--- config.mk ---
export PLATFORM = sky130hd
export DESIGN_NAME = spi_dual_rx
export DESIGN_NICKNAME = d
export VERILOG_FILES = /design/src/rtl/spi_dual_rx.sv
export SDC_FILE = /design/constraint.sdc
export NUM_CORES = 1
export LEC_CHECK = 0
export BUFFER_PORTS_ARGS = -buffer_cell sky130_fd_sc_hd__buf_2
export CAP_MARGIN = 15
export CORE_MARGIN = 4
export CORE_UTILIZATION = 55
export DETAILED_ROUTE_END_ITERATION = 6
export PLACE_DENSITY = 0.77
export SYNTH_ARGS = -nofsm -noshare
export SYNTH_HDL_FRONTEND = slang
export SYNTH_SLANG_ARGS = --single-unit
--- constraint.sdc ---
create_clock -name clk -period 4.18 [get_ports clk]
set_input_delay 0.209 -clock clk [delete_from_list [all_inputs] [get_ports clk]]
set_output_delay 0.209 -clock clk [all_outputs]
set_load 0.05 [all_outputs]
--- src/rtl/spi_dual_rx.sv ---
// Dual-lane SPI slave receiver: oversamples CS/SCK/MOSI, deserializes two MSB-first lanes.
// Optional echo of the previous frame on spi_miso_o when SPI_DUAL_RX_ECHO_EN is defined.
module spi_dual_rx #(
    parameter int DATA_W      = 16,
    parameter int SYNC_STAGES = 2
) (
    input  logic              clk,
    input  logic              reset_ni,
    input  logic              en_i,
    input  logic              spi_cs_ni,
    input  logic              spi_sck_i,
    input  logic [1:0]        spi_mosi_i,
    output logic [1:0]        spi_miso_o,
    output logic [DATA_W-1:0] data0_o,
    output logic [DATA_W-1:0] data1_o,
    output logic              data_update_o,
    output logic              frame_err_o,
    output logic [15:0]       frame_cnt_o
);

    localparam int CW = $clog2(DATA_W + 1);
    localparam logic [CW-1:0] LAST_CNT = CW'(DATA_W);

    typedef enum logic [1:0] {
        S_IDLE  = 2'd0,
        S_SHIFT = 2'd1,
        S_FULL  = 2'd2,
        S_ERR   = 2'd3
    } state_t;

    state_t                       r_state;
    logic [SYNC_STAGES-1:0]       r_cs_sync;
    logic [SYNC_STAGES-1:0]       r_sck_sync;
    logic [SYNC_STAGES-1:0][1:0]  r_mosi_sync;
    logic                         r_cs_prev;
    logic                         r_sck_prev;
    logic [CW-1:0]                r_bit_cnt;
    logic [DATA_W-1:0]            r_sh0;
    logic [DATA_W-1:0]            r_sh1;

    logic              w_cs_s;
    logic              w_sck_s;
    logic [1:0]        w_mosi_s;
    logic              w_cs_fall;
    logic              w_cs_rise;
    logic              w_sck_rise;
    logic [CW-1:0]     w_cnt_inc;
    logic [DATA_W-1:0] w_sh0_next;
    logic [DATA_W-1:0] w_sh1_next;

    assign w_cs_s     = r_cs_sync[SYNC_STAGES-1];
    assign w_sck_s    = r_sck_sync[SYNC_STAGES-1];
    assign w_mosi_s   = r_mosi_sync[SYNC_STAGES-1];
    assign w_cs_fall  = r_cs_prev & ~w_cs_s;
    assign w_cs_rise  = ~r_cs_prev & w_cs_s;
    assign w_sck_rise = ~r_sck_prev & w_sck_s;
    assign w_cnt_inc  = r_bit_cnt + CW'(1);
    assign w_sh0_next = {r_sh0[DATA_W-2:0], w_mosi_s[0]};
    assign w_sh1_next = {r_sh1[DATA_W-2:0], w_mosi_s[1]};

    // Input synchronizers plus one-cycle history for edge detection
    always_ff @(posedge clk) begin
        if (!reset_ni) begin
            r_cs_sync   <= '1;
            r_sck_sync  <= '0;
            r_mosi_sync <= '0;
            r_cs_prev   <= 1'b1;
            r_sck_prev  <= 1'b0;
        end else begin
            r_cs_sync   <= {r_cs_sync[SYNC_STAGES-2:0], spi_cs_ni};
            r_sck_sync  <= {r_sck_sync[SYNC_STAGES-2:0], spi_sck_i};
            r_mosi_sync <= {r_mosi_sync[SYNC_STAGES-2:0], spi_mosi_i};
            r_cs_prev   <= w_cs_s;
            r_sck_prev  <= w_sck_s;
        end
    end

    // Frame FSM; a shift coinciding with cs_rise is counted before the frame is judged
    always_ff @(posedge clk) begin
        if (!reset_ni) begin
            r_state       <= S_IDLE;
            r_bit_cnt     <= '0;
            r_sh0         <= '0;
            r_sh1         <= '0;
            data0_o       <= '0;
            data1_o       <= '0;
            data_update_o <= 1'b0;
            frame_err_o   <= 1'b0;
            frame_cnt_o   <= 16'd0;
        end else begin
            data_update_o <= 1'b0;
            frame_err_o   <= 1'b0;
            case (r_state)
                S_IDLE: begin
                    if (w_cs_fall && en_i) begin
                        r_state   <= S_SHIFT;
                        r_bit_cnt <= '0;
                        r_sh0     <= '0;
                        r_sh1     <= '0;
                    end
                end
                S_SHIFT: begin
                    if (w_sck_rise) begin
                        r_sh0     <= w_sh0_next;
                        r_sh1     <= w_sh1_next;
                        r_bit_cnt <= w_cnt_inc;
                    end
                    if (w_cs_rise) begin
                        r_state <= S_IDLE;
                        if (w_sck_rise && (w_cnt_inc == LAST_CNT)) begin
                            data0_o       <= w_sh0_next;
                            data1_o       <= w_sh1_next;
                            data_update_o <= 1'b1;
                            frame_cnt_o   <= frame_cnt_o + 16'd1;
                        end else begin
                            frame_err_o <= 1'b1;
                        end
                    end else if (w_sck_rise && (w_cnt_inc == LAST_CNT)) begin
                        r_state <= S_FULL;
                    end
                end
                S_FULL: begin
                    if (w_cs_rise) begin
                        r_state <= S_IDLE;
                        if (w_sck_rise) begin
                            frame_err_o <= 1'b1;
                        end else begin
                            data0_o       <= r_sh0;
                            data1_o       <= r_sh1;
                            data_update_o <= 1'b1;
                            frame_cnt_o   <= frame_cnt_o + 16'd1;
                        end
                    end else if (w_sck_rise) begin
                        r_state <= S_ERR;
                    end
                end
                S_ERR: begin
                    if (w_cs_rise) begin
                        r_state     <= S_IDLE;
                        frame_err_o <= 1'b1;
                    end
                end
                default: r_state <= S_IDLE;
            endcase
        end
    end

`ifdef SPI_DUAL_RX_ECHO_EN
    logic [DATA_W-1:0] r_echo0;
    logic [DATA_W-1:0] r_echo1;
    logic [1:0]        r_miso;
    logic              w_sck_fall;

    assign w_sck_fall = r_sck_prev & ~w_sck_s;

    // Echo shifter: register holds the bits still to be sent after the one on the pins
    always_ff @(posedge clk) begin
        if (!reset_ni) begin
            r_echo0 <= '0;
            r_echo1 <= '0;
            r_miso  <= 2'b00;
        end else if (r_state == S_IDLE) begin
            if (w_cs_fall && en_i) begin
                r_echo0 <= {data0_o[DATA_W-2:0], 1'b0};
                r_echo1 <= {data1_o[DATA_W-2:0], 1'b0};
                r_miso  <= {data1_o[DATA_W-1], data0_o[DATA_W-1]};
            end else begin
                r_miso  <= 2'b00;
            end
        end else if (w_cs_rise) begin
            r_miso <= 2'b00;
        end else if (w_sck_fall) begin
            r_miso  <= {r_echo1[DATA_W-1], r_echo0[DATA_W-1]};
            r_echo0 <= {r_echo0[DATA_W-2:0], 1'b0};
            r_echo1 <= {r_echo1[DATA_W-2:0], 1'b0};
        end
    end

    assign spi_miso_o = r_miso;
`else
    assign spi_miso_o = 2'b00;
`endif

endmodule

== Word-level counts from Yosys, hierarchy flattened ==
Index checks and enable logic that the tools add are counted.

* Muxes and demuxes: 41
* $add $sub $neg: 2
* Bitwise logic cells: 6
* Reductions and logical operators: 8
* Equality and inequality tests: 13

{| class="wikitable"
|+ Operator list
! cell !! number
|-
| $mux 16 || 15
|-
| $pmux 16 s2 || 5
|-
| $add 16x1->16 const B || 1
|-
| $ne 2x2->1 const B || 7
|-
| $mux 2 || 6
|-
| $mux 5 || 2
|-
| $pmux 5 s2 || 1
|-
| $mux 1 || 9
|-
| $pmux 2 s4 || 1
|-
| $ne 3x3->1 const B || 2
|-
| $add 5x1->5 const B || 1
|-
| $eq 5x5->1 const B || 1
|-
| $reduce_and 5->1 || 1
|-
| $eq 2x2->1 const B || 2
|-
| $reduce_and 4->1 || 1
|-
| $reduce_bool 2->1 || 2
|-
| $and 1x1->1 || 3
|-
| $not 1->1 || 3
|-
| $pmux 1 s3 || 1
|-
| $reduce_and 3->1 || 1
|-
| $eq 2x1->1 const B || 1
|-
| $logic_and 1x1->1 || 2
|-
| $logic_not 2->1 || 1
|-
| $pmux 1 s2 || 1
|}

* Input port bits: 7
* Bits in registers: 99

== Logic depth before layout (Yosys ltp) ==
Gate-level depths: netlist (run 1).

* Depth in word-level cells: 6
* Mapped depth: 9

== Least setup slack after synthesis (run 1) ==
Ideal clock, no wire load.

* Path type: reg2reg
* Start: register frame_cnt_o[2]
* End: register frame_cnt_o[10]
* Setup slack: 2.229 ns
* Cell stages (with the launch flop): 7
* Data required time: 4.109 ns
* Path buffers: 1
* Data arrival time: 1.880 ns
* Path through: dfxtp_1 > and4_1 > clkbuf_1 > nand2_1 > or4_1 > nor4_1 > o21bai_1

* Word-level cells in the longest chain between the ends: 4
* Elaborated cells between the ends (all ways): 6

{| class="wikitable"
|+ Ends and longest elaborated chain
! item !! RTL line !! RTL
|-
| start: declaration || 18 || <nowiki>output logic [15:0] frame_cnt_o</nowiki>
|-
| start signal: assignment || 114 || <nowiki>frame_cnt_o <= frame_cnt_o + 16'd1;</nowiki>
|-
| start signal: assignment || 131 || <nowiki>frame_cnt_o <= frame_cnt_o + 16'd1;</nowiki>
|-
| $add 16x1->16 (*) || 114, 131 ||
|-
| $mux 16, on equally long branches || 125, 110 ||
|-
| $mux 16, on equally long branches || 123, 108 ||
|-
| $pmux 16 s2 (*) || 93 || <nowiki>case (r_state)</nowiki>
|}

Every way passes the cells marked *; elsewhere a longest branch is shown, timed or not. The select of a mux whose other input is x is not followed.
A chain may end at the register's enable or synchronous reset.

== Final worst setup path (run 1) ==
* Start: register r_state[0]
* End: register data1_o[2]

* Word-level cells in the longest chain between the ends: 3
* Elaborated cells between the ends (all ways): 9

{| class="wikitable"
|+ Ends and longest elaborated chain
! item !! RTL line !! RTL
|-
| start: declaration || 31 || <nowiki>state_t r_state;</nowiki>
|-
| start signal: assignment || 81 || <nowiki>r_state <= S_IDLE;</nowiki>
|-
| start signal: assignment || 96 || <nowiki>r_state <= S_SHIFT;</nowiki>
|-
| start signal: assignment || 109 || <nowiki>r_state <= S_IDLE;</nowiki>
|-
| $eq 2x1->1 / $eq 2x2->1 (equally long branches) || 93 ||
|-
| $ne 2x2->1 (no line) / $reduce_bool 2->1 (equally long branches) || n/a ||
|-
| $reduce_and 5->1 (no line) || n/a ||
|-
| end signal: assignment || 112 || <nowiki>data1_o <= w_sh1_next;</nowiki>
|-
| end signal: assignment || 129 || <nowiki>data1_o <= r_sh1;</nowiki>
|-
| end: declaration || 15 || <nowiki>output logic [DATA_W-1:0] data1_o,</nowiki>
|}

Parallel ways exist; a longest one is shown, timed or not.

==> reports/qor.yml, run 1 <==
route:
  wire_per_inst_um: 15.37
  drtIter0Drc: 272
  totalWireLength_mm: 10.10
  firstDrtPassIters: 4
  drtAntennaViolNets: 0
  drc: 0
  viasPerCell: 6.021
  via_count: 3956
layout:
  finalNetCount: 565
  drive_above_1_share_pct: 21.08
  num_antenna_cells: 0
  syn_to_final_growth_pct: 10.50
  final.fill_count: 708
worst_setup_path:
  worstPathCellList: "inv_1 -> ha_1 -> nand3b_1 -> o211a_1 -> buf_4 -> o21ai_2 -> buf_4 -> nand2_1 -> a31oi_1"
  max_stage_delay_ns: 0.54
  slowest_stage: "ha_1"
  crit_path_frequent_cell: "buf_4"
  crit_fanout: 33
  cp.arrival_ns: 3.03
  worst_path_dominant_cell_family: "buffers and inverters"
  crit_buf_inv: 3
  cp-end-kind: "flop"
  crit_path_start_kind: "flop"
  reg2reg_setup_slack_ns: 1.43
  worstSetupPathType: "flop to flop"
  worstPathRequired_ns: 4.46
global_route:
  antenna_found_initial: 0
  grtUsageMet1_pct: 28.04
  grt_pass1_wl_mm: 17.09
  overflow: 0
  met2_usage_pct: 34.01
  track_usage_pct: 20.73
  grt_pass1_vias: 3647
  busiest_layer: "met2"
  grt_start_max_net_pins: 84
  grt_use_met3_pct: 4.034
power:
  p_int_mw: 1.222
  comb_power_share_pct: 12.3
  ir_worst_vdd_v: 0.0001788
  p_sw_share_pct: 28.60
  power_leakage_nw: 1.830
  power_frac_seq_pct: 55.7
  p_sw_mw: 0.4894
  power_density_nw_per_um2: 342.8
  clkPwrFrac_pct: 31.9
logic_synthesis:
  syn_avg_cell_area_sq_um: 8.705
  synth_seq_cells: 99
  ys_top_cells_by_area: "dfxtp_1 (44%), nand3_1 (8.1%), mux2_2 (8.0%)"
  seq_area_frac_synth_pct: 43.87
  synth_area_sq_um: 4518
  netlist_instances: 519
  synth_edf_count: 0
  yosysTopAreaCell: "dfxtp_1"
  synth_common_cells: "dfxtp_1 (99), nand3_1 (73), nand2_1 (50), nor2_1 (42), a22oi_1 (35)"
  synth.distinct_cells: 50
  synth_warnings: 0
  synth-async-reset-ratio_pct: 0
  ys_dominant_reg_cell: "dfxtp_1"
  synth.most_common_cell: "dfxtp_1"
  yosys.area.top_type_share_pct: 43.87
timing:
  rsz0062_at_grt: "false"
  finalMaxSlewViolations: 0
  setup_tns_ns: 0
  skew_ns: 0.01335
  finalCritPeriodShare_pct: 65.85
  setup_slack_ns: 1.428
  max_slew.worst_pin.slew_ns: 0.8544
  max_freq_ghz: 0.3633
  fin_crit_ns: 2.752
  hold_viol_final: 0
  slew_headroom_pct: 43.04
  final-setup-viol-count: 0
floorplanning:
  core-area_sq_um: 7848
  rows: 32
  die_y_um: 98.64
  start_util_pct: 57.57
  pin_count: 59
  die_w_um: 98.64
  die-area_sq_um: 9729
placement:
  dp_hpwl_mm: 6.410
  place_ws_ns: 1.460
  portBuffers: 56
  gp_congestion: 0.8719
clock_network:
  numCtsBuffers: 9
  cts-root-buf: "clkbuf_8"
  post_cts_buffers: 0
  cts.sinks: 99
  cts-resized-gates: 0
  cts.reportedPaths.clkPinSlew_ns: 0.09
  hold_buffers: 0
  clock_path_buffers: 2
  clk_latency_ns: 0.36
  cts_tree: "yes"
  htree_levels: 3
worst_hold_path:
  min_path_type: "input pin to flop"
flow_run:
  maxCapViolCount: 0
run_status:
  status: "complete, no violations"
-- flip-flops by register name, indices dropped and copies added, names as in the netlist --
register and flops:
data0_o 16, data1_o 16, data_update_o 1, frame_cnt_o 16
frame_err_o 1, r_bit_cnt 5, r_cs_prev 1, r_cs_sync 2
r_mosi_sync 2, r_sck_prev 1, r_sck_sync 2, r_sh0 16
r_sh1 16, r_state 2, w_mosi_s 2
-- worst register-to-register path: cells and delay by family, from the launching register on --
family                     cells  cell delay (ns)
AOI/OAI and AO/OA              3             0.76
buffers and inverters          3             0.75
adders and majority gates      1             0.54
DFF                            1             0.34
and+or+nand+nor                2             0.28
-- final cells by class --
type                            instances  area [sq um]  area share (%)
Multi-Input combinational cell        370          2331           46.69
Sequential cell                        99          1982           39.70
Timing Repair Buffer                   64         360.3           7.218
Clock buffer                           11         131.4           2.632
Tap cell                              102         127.6           2.556
Clock inverter                          5         37.54          0.7519
Inverter                                6         22.52          0.4511
-- metrics by stage --
| step | util, % | instance area [sq um] | power (mW) | hold slack (ns) | instances |
|---|---|---|---|---|---|
| 6_report | 63.62 | 4992 | 1.711 | 0.04155 | 657 |
| 5_1_grt | 63.62 | 4992 | 1.783 | 0.04205 | 657 |
| 4_1_cts | 63.27 | 4965 | 1.705 | 0.03304 | 656 |
| 3_5_place_dp | 61.11 | 4796 | 1.166 | 0.4002 | 640 |
| 3_3_place_gp | 61.11 | 4796 | 1.161 | 0.3980 | 640 |
| 2_1_floorplan | - | 4522 | 1.136 | 0.3105 | 520 |
-- path summary, 6_finish.rpt --
path,startpoint,endpoint,cells after the start
worst max-delay path,r_state[0],data1_o[2],9
worst min-delay path,spi_cs_ni,r_cs_sync[0],2
worst max register to register,r_state[0],data1_o[2],9
worst min register to register,r_cs_sync[0],r_cs_sync[1],1
-- metal layers --
metal,part of all wire [%],up-vias,wire (um)
li1,-,1943,-
met1,46,1886,4664
met2,48,111,4812
met3,5.0,16,500
met4,1.2,0,121
met5,0,-,0
-- power groups by stage --
| stage | clock [mW] | combinational, mW | sequential [mW] |
|---|---|---|---|
| floorplan | 0 | 0.161 | 0.976 |
| global route | 0.601 | 0.227 | 0.955 |
| detailed placement | 0 | 0.190 | 0.976 |
| CTS | 0.561 | 0.190 | 0.954 |
| global placement | 0 | 0.186 | 0.975 |
| finish | 0.547 | 0.211 | 0.954 |
-- cells by family after synthesis --
group	after synthesis	share of synthesized area (%)
other cells	1	0.08300
fa+ha+maj	8	2.216
flops	99	43.87
mux	36	8.862
compound gates	109	16.73
simple gates	211	22.54
xor+xnor	4	0.9418
buf+inv	51	4.763
-- cells in the final DEF (no fill, tap or decap), types with 2 or more instances in the layout --
master,count
and2_1,8
buf_4,7
nand2b_1,9
dfxtp_1,99
a31oi_1,32
or4_1,10
clkbuf_8,9
clkbuf_1,2
nand2_1,50
and4_1,2
nor3_1,3
nand3_1,73
nor2_1,41
or3_1,2
buf_2,56
inv_1,5
a22oi_1,35
nand4_1,3
mux2i_1,4
xnor2_1,2
o21ai_0,7
o31ai_1,9
nand3b_1,2
mux2_2,32
ha_1,8
clkinvlp_4,2
a21oi_1,12
conb_1,2
nor4_1,2
Power figures use the tool's default switching activity.
==> inputs of run 2 (changes only) <==
==> constraint.sdc (replaced) <==
create_clock -name clk -period 2.6 [get_ports clk]
set_input_delay 0.13 -clock clk [delete_from_list [all_inputs] [get_ports clk]]
set_output_delay 0.13 -clock clk [all_outputs]
set_load 0.05 [all_outputs]
==> run 2 against run 1 <==
Non-clock buffer count grew 11; via count shrank 0.46%; die area is the same; hold slack lost 0.029 ns; core utilization grew 1.5 points; sequential share of layout area shrank 0.94 points; sequential power grew 60%; sequential cell count is the same; setup slack lost 1.0 ns; first-iteration DRC count shrank 17%; critical endpoint is now frame_cnt_o[10]; largest power group unchanged.
==> reports/qor.yml, run 2 (same netlist as run 1, synthesis figures left out) <==
timing:
  hold_viol_final: 0
  fin_crit_ns: 2.216
  setup_tns_ns: 0
  rsz0062_at_grt: "false"
  max_slew.worst_pin.slew_ns: 0.7196
  skew_ns: 0.01053
  finalMaxSlewViolations: 0
  max_freq_ghz: 0.4512
  slew_headroom_pct: 52.02
  finalCritPeriodShare_pct: 85.24
  setup_slack_ns: 0.3837
  final-setup-viol-count: 0
route:
  drtAntennaViolNets: 0
  totalWireLength_mm: 10.12
  viasPerCell: 5.895
  drtIter0Drc: 225
  wire_per_inst_um: 15.15
  drc: 0
  firstDrtPassIters: 4
  via_count: 3938
floorplanning:
  rows: 32
  die_w_um: 98.64
  core-area_sq_um: 7848
  pin_count: 59
  start_util_pct: 57.57
  die_y_um: 98.64
  die-area_sq_um: 9729
global_route:
  track_usage_pct: 21.22
  overflow: 0
  grt_pass1_wl_mm: 17.41
  grt_start_max_net_pins: 71
  antenna_found_initial: 0
  grt_pass1_vias: 3618
power:
  p_sw_share_pct: 27.80
  p_int_mw: 2.104
  comb_power_share_pct: 12.1
  power_mw: 2.914
  clkPwrFrac_pct: 35.3
  power_frac_seq_pct: 52.7
  power_leakage_nw: 1.900
  ir_worst_vdd_v: 0.0002778
  p_sw_mw: 0.8103
  power_density_nw_per_um2: 569.9
worst_setup_path:
  worstPathRequired_ns: 2.86
  worstSetupPathType: "flop to flop"
  r2r_cells: 8
  cp-end-kind: "flop"
  crit_fanout: 23
  cp.arrival_ns: 2.47
  crit_path_start_kind: "flop"
layout:
  final_common_cell: "dfxtp_1"
  final.fill_count: 680
  multiInputGateArea_sq_um: 2331
  syn_to_final_growth_pct: 13.18
  seq_area_sq_um: 1982
  drive_above_1_share_pct: 22.44
  finalNetCount: 576
  final_cell_mix: "dfxtp_1 (99), nand3_1 (73), buf_2 (56)"
  num_antenna_cells: 0
clock_network:
  htree_levels: 3
  cts.reportedPaths.clkPinSlew_ns: 0.09
  cts.sinks: 99
  clk_latency_ns: 0.36
  cts-resized-gates: 0
  clock_path_buffers: 2
  cts_tree: "yes"
  cts-root-buf: "clkbuf_8"
  numCtsBuffers: 9
  post_cts_buffers: 0
run_status:
  status: "complete, no violations"
worst_hold_path:
  hold_path_depth: 2
  min_path_type: "input pin to flop"
placement:
  place_ws_ns: 0.4283
  portBuffers: 56
  gp_congestion: 0.8621
  dp_hpwl_mm: 6.669
flow_run:
  maxCapViolCount: 0
[run 2: metal layers]
metal | wire [um] | vias to the layer above | GRT usage (%)
li1 | - | 1967 | -
met1 | 4748 | 1869 | 29.51
met2 | 4783 | 93 | 34.27
met3 | 493 | 9 | 3.043
met4 | 95 | 0 | 6.513
met5 | 0 | - | 0
[run 2: power by group through the flow]
stage	Sequential [mW]	Clock, mW	Combinational [mW]
final	1.53	1.03	0.352
after global routing	1.54	1.11	0.385
after CTS	1.53	1.04	0.349
after detailed placement	1.57	0	0.342
after floorplan	1.57	0	0.258
after global placement	1.57	0	0.336
[run 2: repair_timing]
action	4_1_cts	5_1_grt
hold endpoints to repair	3	0
setup endpoints to repair	0	0
hold buffers	3	0
[run 2: stage by stage]
step	utilization, %	area, sq um	hold WS (ns)	std cells
after detailed placement	62.13	4876	0.3257	649
after floorplan	-	4522	0.2315	520
final	65.16	5114	0.01267	668
after global placement	62.13	4876	0.3273	649
after CTS	65.16	5114	0.01222	668
after global routing	65.16	5114	0.006741	668
[run 2: worst max-delay path: stages, from the launching register on]
cell and delay, ns:
dfxtp_1 0.36, inv_1 0.11, ha_1 0.31, buf_4 0.24, inv_1 0.15, a31oi_4 0.50, buf_4 0.24, nor4_1 0.05
o21bai_1 0.16
[run 2: cell type report]
class,instances,area share [%]
multi-input combinational,370,45.58
sequential,99,38.76
timing repair buffer,75,8.662
clock buffer,10,2.691
tap,102,2.496
clock inverter,6,1.370
inverter,6,0.4404
[run 2: final timing paths]
check | slack [ns] | start | endpoint
worst min register to register | 0.42 | r_cs_sync[0] | r_cs_sync[1]
worst max register to register | 0.38 | r_state[1] | frame_cnt_o[10]
worst min-delay path | 0.01 | spi_sck_i | r_sck_sync[0]
worst max-delay path | 0.38 | r_state[1] | frame_cnt_o[10]
==> inputs of run 3 (changes only) <==
--- a/config.mk
+++ b/config.mk
@@ -8,9 +8,9 @@
 export BUFFER_PORTS_ARGS = -buffer_cell sky130_fd_sc_hd__buf_2
 export CAP_MARGIN = 15
 export CORE_MARGIN = 4
-export CORE_UTILIZATION = 55
+export CORE_UTILIZATION = 50
 export DETAILED_ROUTE_END_ITERATION = 6
-export PLACE_DENSITY = 0.77
+export PLACE_DENSITY = 0.82
 export SYNTH_ARGS = -nofsm -noshare
 export SYNTH_HDL_FRONTEND = slang
 export SYNTH_SLANG_ARGS = --single-unit
==> run 3 against run 2 <==
Highest routed layer unchanged; die area is 9.2% higher; sequential cell count did not move; register-to-register slack worse by 0.03 ns; largest cell class unchanged; final cell count grew 0.30%; sequential share of layout area grew 0.24 points.
==> reports/qor.yml, run 3 (same netlist as run 1, synthesis figures left out) <==
timing:
  slew_headroom_pct: 47.22
  final-setup-viol-count: 0
  hold_viol_final: 0
  max_freq_ghz: 0.4450
  finalMaxSlewViolations: 0
  rsz0062_at_grt: "false"
  setup_slack_ns: 0.3529
  fin_crit_ns: 2.247
  max_slew.worst_pin.slew_ns: 0.7916
  setup_tns_ns: 0
  finalCritPeriodShare_pct: 86.43
  skew_ns: 0.01107
run_status:
  status: "complete, no violations"
placement:
  postPlaceCellArea_sq_um: 4858
  dp.cells: 650
  place_ws_ns: 0.3919
  portBuffers: 56
  gp_congestion: 0.8292
  dp_hpwl_mm: 6.704
layout:
  finalNetCount: 572
  final_common_cell: "dfxtp_1"
  final_cells: 670
  syn_to_final_growth_pct: 12.49
  design_area_sq_um: 5082
  drive_above_1_share_pct: 21.71
  final_cell_mix: "dfxtp_1 (99), nand3_1 (73), buf_2 (56)"
  num_antenna_cells: 0
floorplanning:
  die_w_um: 103.1
  start_util_pct: 51.56
  pin_count: 59
  die_y_um: 103.1
  core-area_sq_um: 8763
  die-area_sq_um: 10620
  rows: 34
worst_setup_path:
  crit_buf_inv: 4
  slowest_stage: "o21ai_2"
  max_stage_delay_ns: 0.49
  crit_path_frequent_cell: "inv_1"
  cp-end-kind: "flop"
  worstSetupPathType: "flop to flop"
  crit_fanout: 23
  worstPathRequired_ns: 2.89
  cp.arrival_ns: 2.54
  crit_path_start_kind: "flop"
  worst_path_dominant_cell_family: "buffers and inverters"
  worstPathCellList: "inv_1 -> ha_1 -> buf_4 -> inv_1 -> o21ai_2 -> buf_12 -> nand2_1 -> a31oi_1"
clock_network:
  numCtsBuffers: 9
  cts.reportedPaths.clkPinSlew_ns: 0.11
  clk_latency_ns: 0.38
  cts_tree: "yes"
  hold_buffers: 4
  cts.sinks: 99
  htree_levels: 3
  cts-resized-gates: 0
  post_cts_buffers: 0
  clock_path_buffers: 2
  cts-root-buf: "clkbuf_8"
global_route:
  grt_pass1_wl_mm: 17.44
  antenna_found_initial: 0
  grt_pass1_vias: 3780
  overflow: 0
  grt_start_max_net_pins: 76
  track_usage_pct: 20.23
flow_run:
  maxCapViolCount: 0
power:
  comb_power_share_pct: 12.3
  power_density_nw_per_um2: 556.9
  p_int_mw: 1.981
  ir_worst_vdd_v: 0.0003359
  p_sw_share_pct: 30.02
  power_leakage_nw: 1.867
  clkPwrFrac_pct: 33.5
  power_frac_seq_pct: 54.2
  p_sw_mw: 0.8496
  power_mw: 2.831
route:
  firstDrtPassIters: 6
  drtIter0Drc: 290
  via_count: 4055
  viasPerCell: 6.052
  wire_per_inst_um: 15.57
  totalWireLength_mm: 10.43
  drtAntennaViolNets: 0
  drc: 0
worst_hold_path:
  min_path_type: "input pin to flop"
==> run 3: area by class of cell <==
class	instances	area, sq um
fillers	770	3681
multi-input cells	370	2331
flip-flops and latches	99	1982
repair buffers	71	427.9
well taps	108	135.1
clock buffers	9	123.9
clock inverters	7	60.06
inverters	6	22.52
==> run 3: final timing paths <==
path,start,end,cells past startpoint,slack (ns)
setup / recovery,r_state[1],data0_o[14],8,0.35
hold / removal,reset_ni,r_cs_sync[0],2,0.13
setup reg to reg,r_state[1],data0_o[14],8,0.35
hold reg to reg,r_cs_sync[0],r_cs_sync[1],1,0.43
==> run 3: power by group through the flow <==
| stage | clock network (mW) | registers [mW] | logic, mW |
|---|---|---|---|
| finish | 0.948 | 1.53 | 0.349 |
| global route | 1.02 | 1.54 | 0.376 |
| global placement | 0 | 1.57 | 0.328 |
| floorplan | 0 | 1.57 | 0.258 |
| CTS | 0.959 | 1.53 | 0.343 |
| detailed placement | 0 | 1.57 | 0.337 |
==> run 3: worst register-to-register path: stages (launching register included) <==
cell and delay (ns):
dfxtp_1 0.36, inv_1 0.11, ha_1 0.33, buf_4 0.26
inv_1 0.15, o21ai_2 0.49, buf_12 0.24, nand2_1 0.08
a31oi_1 0.17
==> run 3: through the flow <==
stage	utilization [%]	hold slack [ns]
2_1_floorplan	-	0.2315
3_3_place_gp	55.44	0.3190
3_5_place_dp	55.44	0.3151
4_1_cts	58.00	0.1249
5_1_grt	58.00	0.1402
6_report	58.00	0.1255
==> run 3: metal layers <==
metal	wire (um)	GRT usage [%]	up-vias	part of all wire, %
met5	0	0	-	0
met4	221	8.865	0	2.1
met3	455	3.857	20	4.4
met2	5272	34.39	109	51
met1	4481	24.92	1970	43
li1	-	-	1956	-
